==> config.mk <==
export PLATFORM = sky130hd
export DESIGN_NAME = jk_updown_counter
export DESIGN_NICKNAME = d
export VERILOG_FILES = /design/src/rtl/jk_pkg.sv /design/src/rtl/jk_ff_rn.sv /design/src/rtl/jk_updown_counter.sv
export SDC_FILE = /design/constraint.sdc
export NUM_CORES = 1
export LEC_CHECK = 0
export CAP_MARGIN = 15
export CORE_MARGIN = 10
export CORE_UTILIZATION = 35
export DETAILED_ROUTE_END_ITERATION = 12
export REMOVE_ABC_BUFFERS = 1
export SKIP_LAST_GASP = 1
export SLEW_MARGIN = 5
export SYNTH_ARGS = -nofsm -noshare
export SYNTH_HDL_FRONTEND = slang
export SYNTH_SLANG_ARGS = --single-unit
==> constraint.sdc <==
create_clock -name clk -period 3.2 [get_ports clk]
set_input_delay 0.64 -clock clk [delete_from_list [all_inputs] [get_ports clk]]
set_output_delay 0.64 -clock clk [all_outputs]
set_load 0.02 [all_outputs]
==> src/rtl/jk_pkg.sv <==
// Shared JK flip-flop definitions: (J,K) mode encodings and the excitation
// function that maps a present/next bit pair onto the J/K inputs.
package jk_pkg;

    // Encoded as {J,K}; the enum order lines up with the binary value.
    typedef enum logic [1:0] {
        JK_HOLD   = 2'b00,
        JK_RESET  = 2'b01,
        JK_SET    = 2'b10,
        JK_TOGGLE = 2'b11
    } jk_mode_e;

    // Excitation that only ever uses hold/set/reset, never toggle.
    function automatic logic [1:0] jk_excite(input logic q, input logic n);
        return {~q & n, q & ~n};
    endfunction

endpackage

==> src/rtl/jk_ff_rn.sv <==
// Single JK flip-flop cell with asynchronous active-low reset.
module jk_ff_rn
    import jk_pkg::*;
(
    input  logic clk,
    input  logic rst_n,
    input  logic J,
    input  logic K,
    output logic q
);

    jk_mode_e mode;

    assign mode = jk_mode_e'({J, K});

    always_ff @(posedge clk or negedge rst_n) begin
        if (!rst_n) begin
            q <= 1'b0;
        end else begin
            case (mode)
                JK_HOLD:   q <= q;
                JK_RESET:  q <= 1'b0;
                JK_SET:    q <= 1'b1;
                JK_TOGGLE: q <= ~q;
                default:   q <= q;
            endcase
        end
    end

endmodule

==> src/rtl/jk_updown_counter.sv <==
// Modulo-MOD up/down counter whose state bits are JK flip-flops; the J/K
// inputs are derived from a conventional next-state mux.
module jk_updown_counter
    import jk_pkg::*;
#(
    parameter int WIDTH = 4,
    parameter int MOD   = 10
) (
    input  logic             clk,
    input  logic             rst_n,
    input  logic             en,
    input  logic             up,
    input  logic             load,
    input  logic [WIDTH-1:0] d,
    output logic [WIDTH-1:0] q,
    output logic             tc,
    output logic             wrap
);

    localparam logic [WIDTH-1:0] LAST  = WIDTH'(MOD - 1);
    localparam logic [WIDTH-1:0] ONE   = WIDTH'(1);
    localparam bit               CLAMP = (MOD < (1 << WIDTH));

    logic [WIDTH-1:0] n;
    logic [WIDTH-1:0] load_val;
    logic [WIDTH-1:0] j;
    logic [WIDTH-1:0] k;
    logic             wrap_n;

    // With a full binary modulus every d is already legal, so no clamp exists.
    generate
        if (CLAMP) begin : g_clamp
            assign load_val = (d > LAST) ? LAST : d;
        end else begin : g_noclamp
            assign load_val = d;
        end
    endgenerate

    always_comb begin
        n      = q;
        wrap_n = 1'b0;
        if (load) begin
            n = load_val;
        end else if (en) begin
            if (up) begin
                if (q == LAST) begin
                    n      = '0;
                    wrap_n = 1'b1;
                end else begin
                    n = q + ONE;
                end
            end else begin
                if (q == '0) begin
                    n      = LAST;
                    wrap_n = 1'b1;
                end else begin
                    n = q - ONE;
                end
            end
        end
    end

    assign tc = en & ~load & ((up & (q == LAST)) | (~up & (q == '0)));

    generate
        for (genvar i = 0; i < WIDTH; i++) begin : g_bit
            assign {j[i], k[i]} = jk_excite(q[i], n[i]);

            jk_ff_rn u_ff (
                .clk   (clk),
                .rst_n (rst_n),
                .J     (j[i]),
                .K     (k[i]),
                .q     (q[i])
            );
        end
    endgenerate

    always_ff @(posedge clk or negedge rst_n) begin
        if (!rst_n) begin
            wrap <= 1'b0;
        end else begin
            wrap <= wrap_n;
        end
    end

endmodule
==> results of run 1 <==
worst paths after layout:
kind,start,end,cells after the start,slack (ns)
max in group asynchronous,rst_n,g_bit[3].u_ff.q,1,2.40
hold reg to reg,g_bit[1].u_ff.q,g_bit[1].u_ff.q,1,0.74
setup reg to reg,g_bit[1].u_ff.q,g_bit[0].u_ff.q,8,0.98
min in group clk,g_bit[1].u_ff.q,g_bit[1].u_ff.q,1,0.74
hold / removal,rst_n,g_bit[1].u_ff.q,1,0.62
setup / recovery,up,tc,5,0.28
kinds of logic after synthesis:
family,synth area share
and+or+nand+nor,0.229
muxes,0.0717
AOI/OAI and AO/OA,0.183
buffers and inverters,0.143
xor gates and xnor gates,0.0139
DFF,0.199
adders and majority gates,0.159
cells in the mapped netlist, drive strengths merged, types with 2 or more instances:
library cell	number
buf	9
ha	8
nand2	4
dfrtp	5
nand4	2
nand3	4
a21oi	4
o21ai	5
a31oi	2
nor2	5
mux2	4
nor2b	4
inv	7
state kept, by name, indices dropped and copies added, names as in the netlist:
signal / cells
g_bit.u_ff.q: 4
wrap: 1
per-layer routing:
metal | up-vias | routed length (µm) | track usage | part of all wire
li1 | 290 | - | - | -
met4 | 0 | 0 | 0.0419 | 0
met3 | 0 | 63 | 0.0161 | 0.046
met2 | 8 | 667 | 0.117 | 0.48
met1 | 251 | 651 | 0.0861 | 0.47
met5 | - | 0 | 0 | 0
power by group through the flow:
| stage | sequential (W) | combinational [W] | clock (W) |
|---|---|---|---|
| floorplan | 0.000159 | 0.000219 | 0 |
| global placement | 0.000148 | 0.000350 | 0 |
| detailed placement | 0.000148 | 0.000348 | 0 |
| CTS | 0.000147 | 0.000349 | 0.0000729 |
| global route | 0.000155 | 0.000390 | 0.0000789 |
| finish | 0.000146 | 0.000348 | 0.0000686 |
area by class of cell:
class / instances / area [µm²]
flip-flops and latches: 5 / 125
multi-input cells: 56 / 413
well taps: 25 / 31.3
clock buffers: 4 / 26.3
fillers: 170 / 931
repair buffers: 16 / 155
inverters: 7 / 26.3
worst max-delay path, delay by kind of cell:
family,cells,cell delay [ns]
and+or+nand+nor,2,0.32
buffers and inverters,2,1.26
AOI/OAI and AO/OA,1,0.05
stage by stage:
step / hold slack [ns] / power [W]
floorplan: 0.344 / 0.000379
global placement: 0.739 / 0.000499
detailed placement: 0.751 / 0.000496
CTS: 0.615 / 0.000570
global route: 0.613 / 0.000624
finish: 0.618 / 0.000562
==> flow_metrics.py, run 1 <==
metrics = {
    "power": {
        "vdd_ir_drop_max_mv": 0.375,
        "seqPwrFrac": 0.259,
        "clock_power_share": 0.122,
        "power.density_nw_per_um2": 724,
        "combPwrFrac": 0.619,
        "power.internal_w": 0.000312,
        "leakage_nw": 0.321,
        "p_sw_w": 0.000250,
        "swShare": 0.445,
    },
    "routing": {
        "drt_first_iter_violations": 17,
        "wl_um": 1380,
        "via_per_inst": 4.86,
        "vias": 549,
        "route.detailed.drc": 0,
        "drt-pass1-iter-count": 4,
        "wl_per_cell_um": 12.2,
        "drt.antenna.violating_nets": 0,
    },
    "synthesis": {
        "syn_area_um2": 628,
        "synth_top_flop_cell": "dfrtp_1",
        "yosys_warnings": 0,
        "synth_area_per_cell_um2": 8.16,
        "synth_area_leaders": "dfrtp_1 (20%), ha_1 (16%), mux2_2 (7.2%), buf_4 (6.0%), inv_1 (3.6%)",
        "ys_ff_latch": 5,
        "ys_types": 33,
        "synth_edf_count": 0,
        "yosys.area.top_type_share": 0.199,
        "synth-seq-area-share": 0.199,
        "syn-instance-count": 77,
        "synth_area_leader_cell": "dfrtp_1",
        "synthArstFlopShare": 1.00,
    },
    "timing": {
        "maxSlewHeadroom": 0.760,
        "worst_slew_pin_slew_ns": 0.360,
        "maxSlewViolCount": 0,
        "finalSetupTns_ns": 0,
        "clock_skew_ns": 0.00178,
        "min_period_over_period": 0.912,
        "rsz0062_at_grt": "no",
        "timing.final.hold_violations": 0,
        "setup_ws_ns": 0.281,
        "setup_viol_count_final": 0,
        "min_period_ns": 2.92,
        "fmax_mhz": 343,
    },
    "placed_design": {
        "place_ws_ns": 0.271,
        "place_area_um2": 751,
        "hpwlAfterDp_um": 1130,
        "numPortBuffers": 14,
        "placedCellCount": 109,
        "gp_congestion": 0.798,
    },
    "outcome": {
        "status": "completed",
    },
    "clock_network": {
        "clkLatencyLatePin_ns": 0.23,
        "clock-sinks": 5,
        "root_buffer": "clkbuf_4",
        "numCtsBuffers": 3,
        "clk_path_buf_depth": 2,
        "htreeDepth": 1,
        "cts_tree": "built",
        "cts_setup_buffers": 0,
        "cts_resized": 0,
        "cts.clk_slew.worst_paths_ns": 0.04,
        "postCtsHoldBufs": 0,
    },
    "floorplanning": {
        "design.die.area_um2": 3890,
        "core_um2": 1710,
        "start_util": 0.368,
        "num_io_pins": 15,
        "fp-row-count": 15,
        "die_w_um": 62.4,
        "die_y_um": 62.4,
    },
    "finish": {
        "design_area_um2": 777,
        "fin_util": 0.455,
        "syn_to_final_growth_pct": 23.7,
        "diodes": 0,
        "most-common-layout-cells": "clkdlybuf4s50_1 (14), ha_1 (8), inv_1 (6), dfrtp_1 (5)",
        "fin_cells": 113,
        "drive_gt1_frac": 0.148,
        "nNetsFinal": 106,
        "final_common_cell": "clkdlybuf4s50_1",
    },
    "global_route": {
        "grt_first_pass_wirelength_um": 2400,
        "grt_max_degree": 14,
        "grt.overflow.total": 0,
        "grt.total_usage": 0.0726,
        "grt_antenna_before_repair": 0,
        "grt_pass1_vias": 535,
    },
    "critical_path": {
        "cp-end-kind": "primary output",
        "worstPathCellList": "clkdlybuf4s50_1, and3_1, a31oi_1, nor2b_1, clkdlybuf4s50_1",
        "crit_top_cell": "clkdlybuf4s50_1",
        "cp_slowest_cell": "clkdlybuf4s50_1",
        "required_ns": 2.56,
        "cpPeakStageDelay_ns": 0.65,
        "crit_type": "input pin to primary output",
        "worstPathMaxFanout": 9,
        "worst_ep_arrival_time_ns": 2.28,
        "cp-start-kind": "input pin",
    },
    "flow_run": {
        "maxCapViolations": 0,
    },
    "hold_path": {
        "hold_path_class": "input pin to asynchronous set/reset pin",
    },
}
Power figures use the tool's default switching activity.
==> run 2: changes to the inputs <==
- GPL_ROUTABILITY_DRIVEN: not set -> 0
==> run 2 against run 1 <==
  * Core utilization grew 0.44 points
  * Maximum frequency grew 0.48%
  * Critical path type unchanged
  * Hold slack gained 0.0027 ns
  * Via count grew 5.5%
  * Clock skew shrank 0.0015 ns
  * First-iteration DRC count grew 59%
==> flow_metrics.py, run 2 (same netlist as run 1, synthesis figures left out) <==
metrics = {
    "finish": {
        "most-common-layout-cells": "clkdlybuf4s50_1 (14), ha_1 (8), inv_1 (6), dfrtp_1 (5)",
        "fin_cells": 114,
        "final_common_cell": "clkdlybuf4s50_1",
        "nNetsFinal": 107,
        "top_regs": "g_bit.u_ff.q: 4 flops, wrap: 1 flops",
        "fin_util": 0.459,
        "drive_gt1_frac": 0.157,
        "top_register": "g_bit.u_ff.q",
        "largest_reg_flops": 4,
        "diodes": 0,
        "syn_to_final_growth_pct": 24.9,
    },
    "routing": {
        "wl_um": 1470,
        "drt-pass1-iter-count": 4,
        "drt_first_iter_violations": 27,
        "route.detailed.drc": 0,
        "drt.antenna.violating_nets": 0,
        "wl_per_cell_um": 12.9,
        "via_per_inst": 5.08,
        "vias": 579,
    },
    "floorplanning": {
        "design.die.area_um2": 3890,
        "start_util": 0.368,
        "die_y_um": 62.4,
        "die_w_um": 62.4,
        "core_um2": 1710,
        "fp-row-count": 15,
        "num_io_pins": 15,
    },
    "flow_run": {
        "maxCapViolations": 0,
    },
    "hold_path": {
        "hold_path_class": "input pin to asynchronous set/reset pin",
    },
    "placed_design": {
        "placedCellCount": 110,
        "place_ws_ns": 0.281,
        "hpwlAfterDp_um": 1160,
        "numPortBuffers": 14,
    },
    "global_route": {
        "grtUsageMet2": 0.124,
        "grt_antenna_before_repair": 0,
        "busiest_layer": "met2",
        "grt.overflow.total": 0,
        "grt_pass1_vias": 600,
        "met3_usage": 0.0197,
        "grt_util_met1": 0.0993,
        "grt.total_usage": 0.0802,
        "grt_max_degree": 14,
        "grt_first_pass_wirelength_um": 2640,
    },
    "clock_network": {
        "cts_tree": "built",
        "htreeDepth": 1,
        "numCtsBuffers": 3,
        "cts_setup_buffers": 0,
        "clk_path_buf_depth": 2,
        "cts.clk_slew.worst_paths_ns": 0.04,
        "clock-sinks": 5,
        "clkLatencyLatePin_ns": 0.23,
        "root_buffer": "clkbuf_4",
        "cts_resized": 0,
        "postCtsHoldBufs": 0,
    },
    "critical_path": {
        "worstPathMaxFanout": 3,
        "cp-start-kind": "input pin",
        "crit_type": "input pin to primary output",
        "worst_ep_arrival_time_ns": 2.26,
        "required_ns": 2.56,
        "rrSetupSlack_ns": 0.96,
        "cp-end-kind": "primary output",
    },
    "timing": {
        "setup_viol_count_final": 0,
        "clock_skew_ns": 0.000296,
        "worst_slew_pin_slew_ns": 0.390,
        "setup_ws_ns": 0.295,
        "min_period_ns": 2.90,
        "timing.final.hold_violations": 0,
        "min_period_over_period": 0.908,
        "maxSlewHeadroom": 0.740,
        "maxSlewViolCount": 0,
        "finalSetupTns_ns": 0,
        "rsz0062_at_grt": "no",
        "fmax_mhz": 344,
    },
    "outcome": {
        "status": "completed",
    },
    "power": {
        "leakage_nw": 0.326,
        "power.density_nw_per_um2": 728,
        "vdd_ir_drop_max_mv": 0.388,
    },
}
run 2: cell count changes in the layout (fill, tap and decap cells not counted):
| cell | previous run | this run |
|---|---|---|
| buf_4 | 2 | 3 |
run 2: power by group:
group	total, W	internal, W	switching [W]
Sequential	0.000149	0.0000861	0.0000630
Clock	0.0000689	0.0000469	0.0000220
Combinational	0.000353	0.000181	0.000172
run 2: routing by layer:
metal	routed length, µm	vias up
met1	661	272
met5	0	-
li1	-	293
met4	0	0
met3	93	0
met2	709	14
run 2: final cells by class:
type                    count  area, µm²
repair buffers             17        163
fillers                   169        923
well taps                  25       31.3
clock buffers               4       26.3
flip-flops and latches      5        125
multi-input cells          56        413
inverters                   7       26.3
run 2: critical path: stages:
cell and delay, ns:
clkdlybuf4s50_1 0.48, nor3b_1 0.35, nor2b_1 0.18, clkdlybuf4s50_1 0.61
run 2: metrics by stage:
| stage | area (µm²) | hold WS [ns] | total power (W) |
|---|---|---|---|
| after global placement | 758 | 0.732 | 0.000496 |
| after detailed placement | 758 | 0.738 | 0.000501 |
| after global routing | 785 | 0.610 | 0.000638 |
| final | 785 | 0.621 | 0.000571 |
| after floorplan | 564 | 0.344 | 0.000379 |
| after CTS | 785 | 0.619 | 0.000576 |
run 2: final timing paths:
check / startpoint / to / depth (start not counted)
max: en / tc / 4
min: rst_n / g_bit[1].u_ff.q / 1
max reg2reg: g_bit[1].u_ff.q / g_bit[0].u_ff.q / 8
min reg2reg: g_bit[0].u_ff.q / g_bit[0].u_ff.q / 1
max in group asynchronous: rst_n / g_bit[3].u_ff.q / 1
min in group clk: g_bit[0].u_ff.q / g_bit[0].u_ff.q / 1
==> run 3: changes to the inputs <==
- HOLD_SLACK_MARGIN: not set -> 0.03
==> results of run 3 <==
The final DEF is identical to that of run 2; final timing and power are the same.
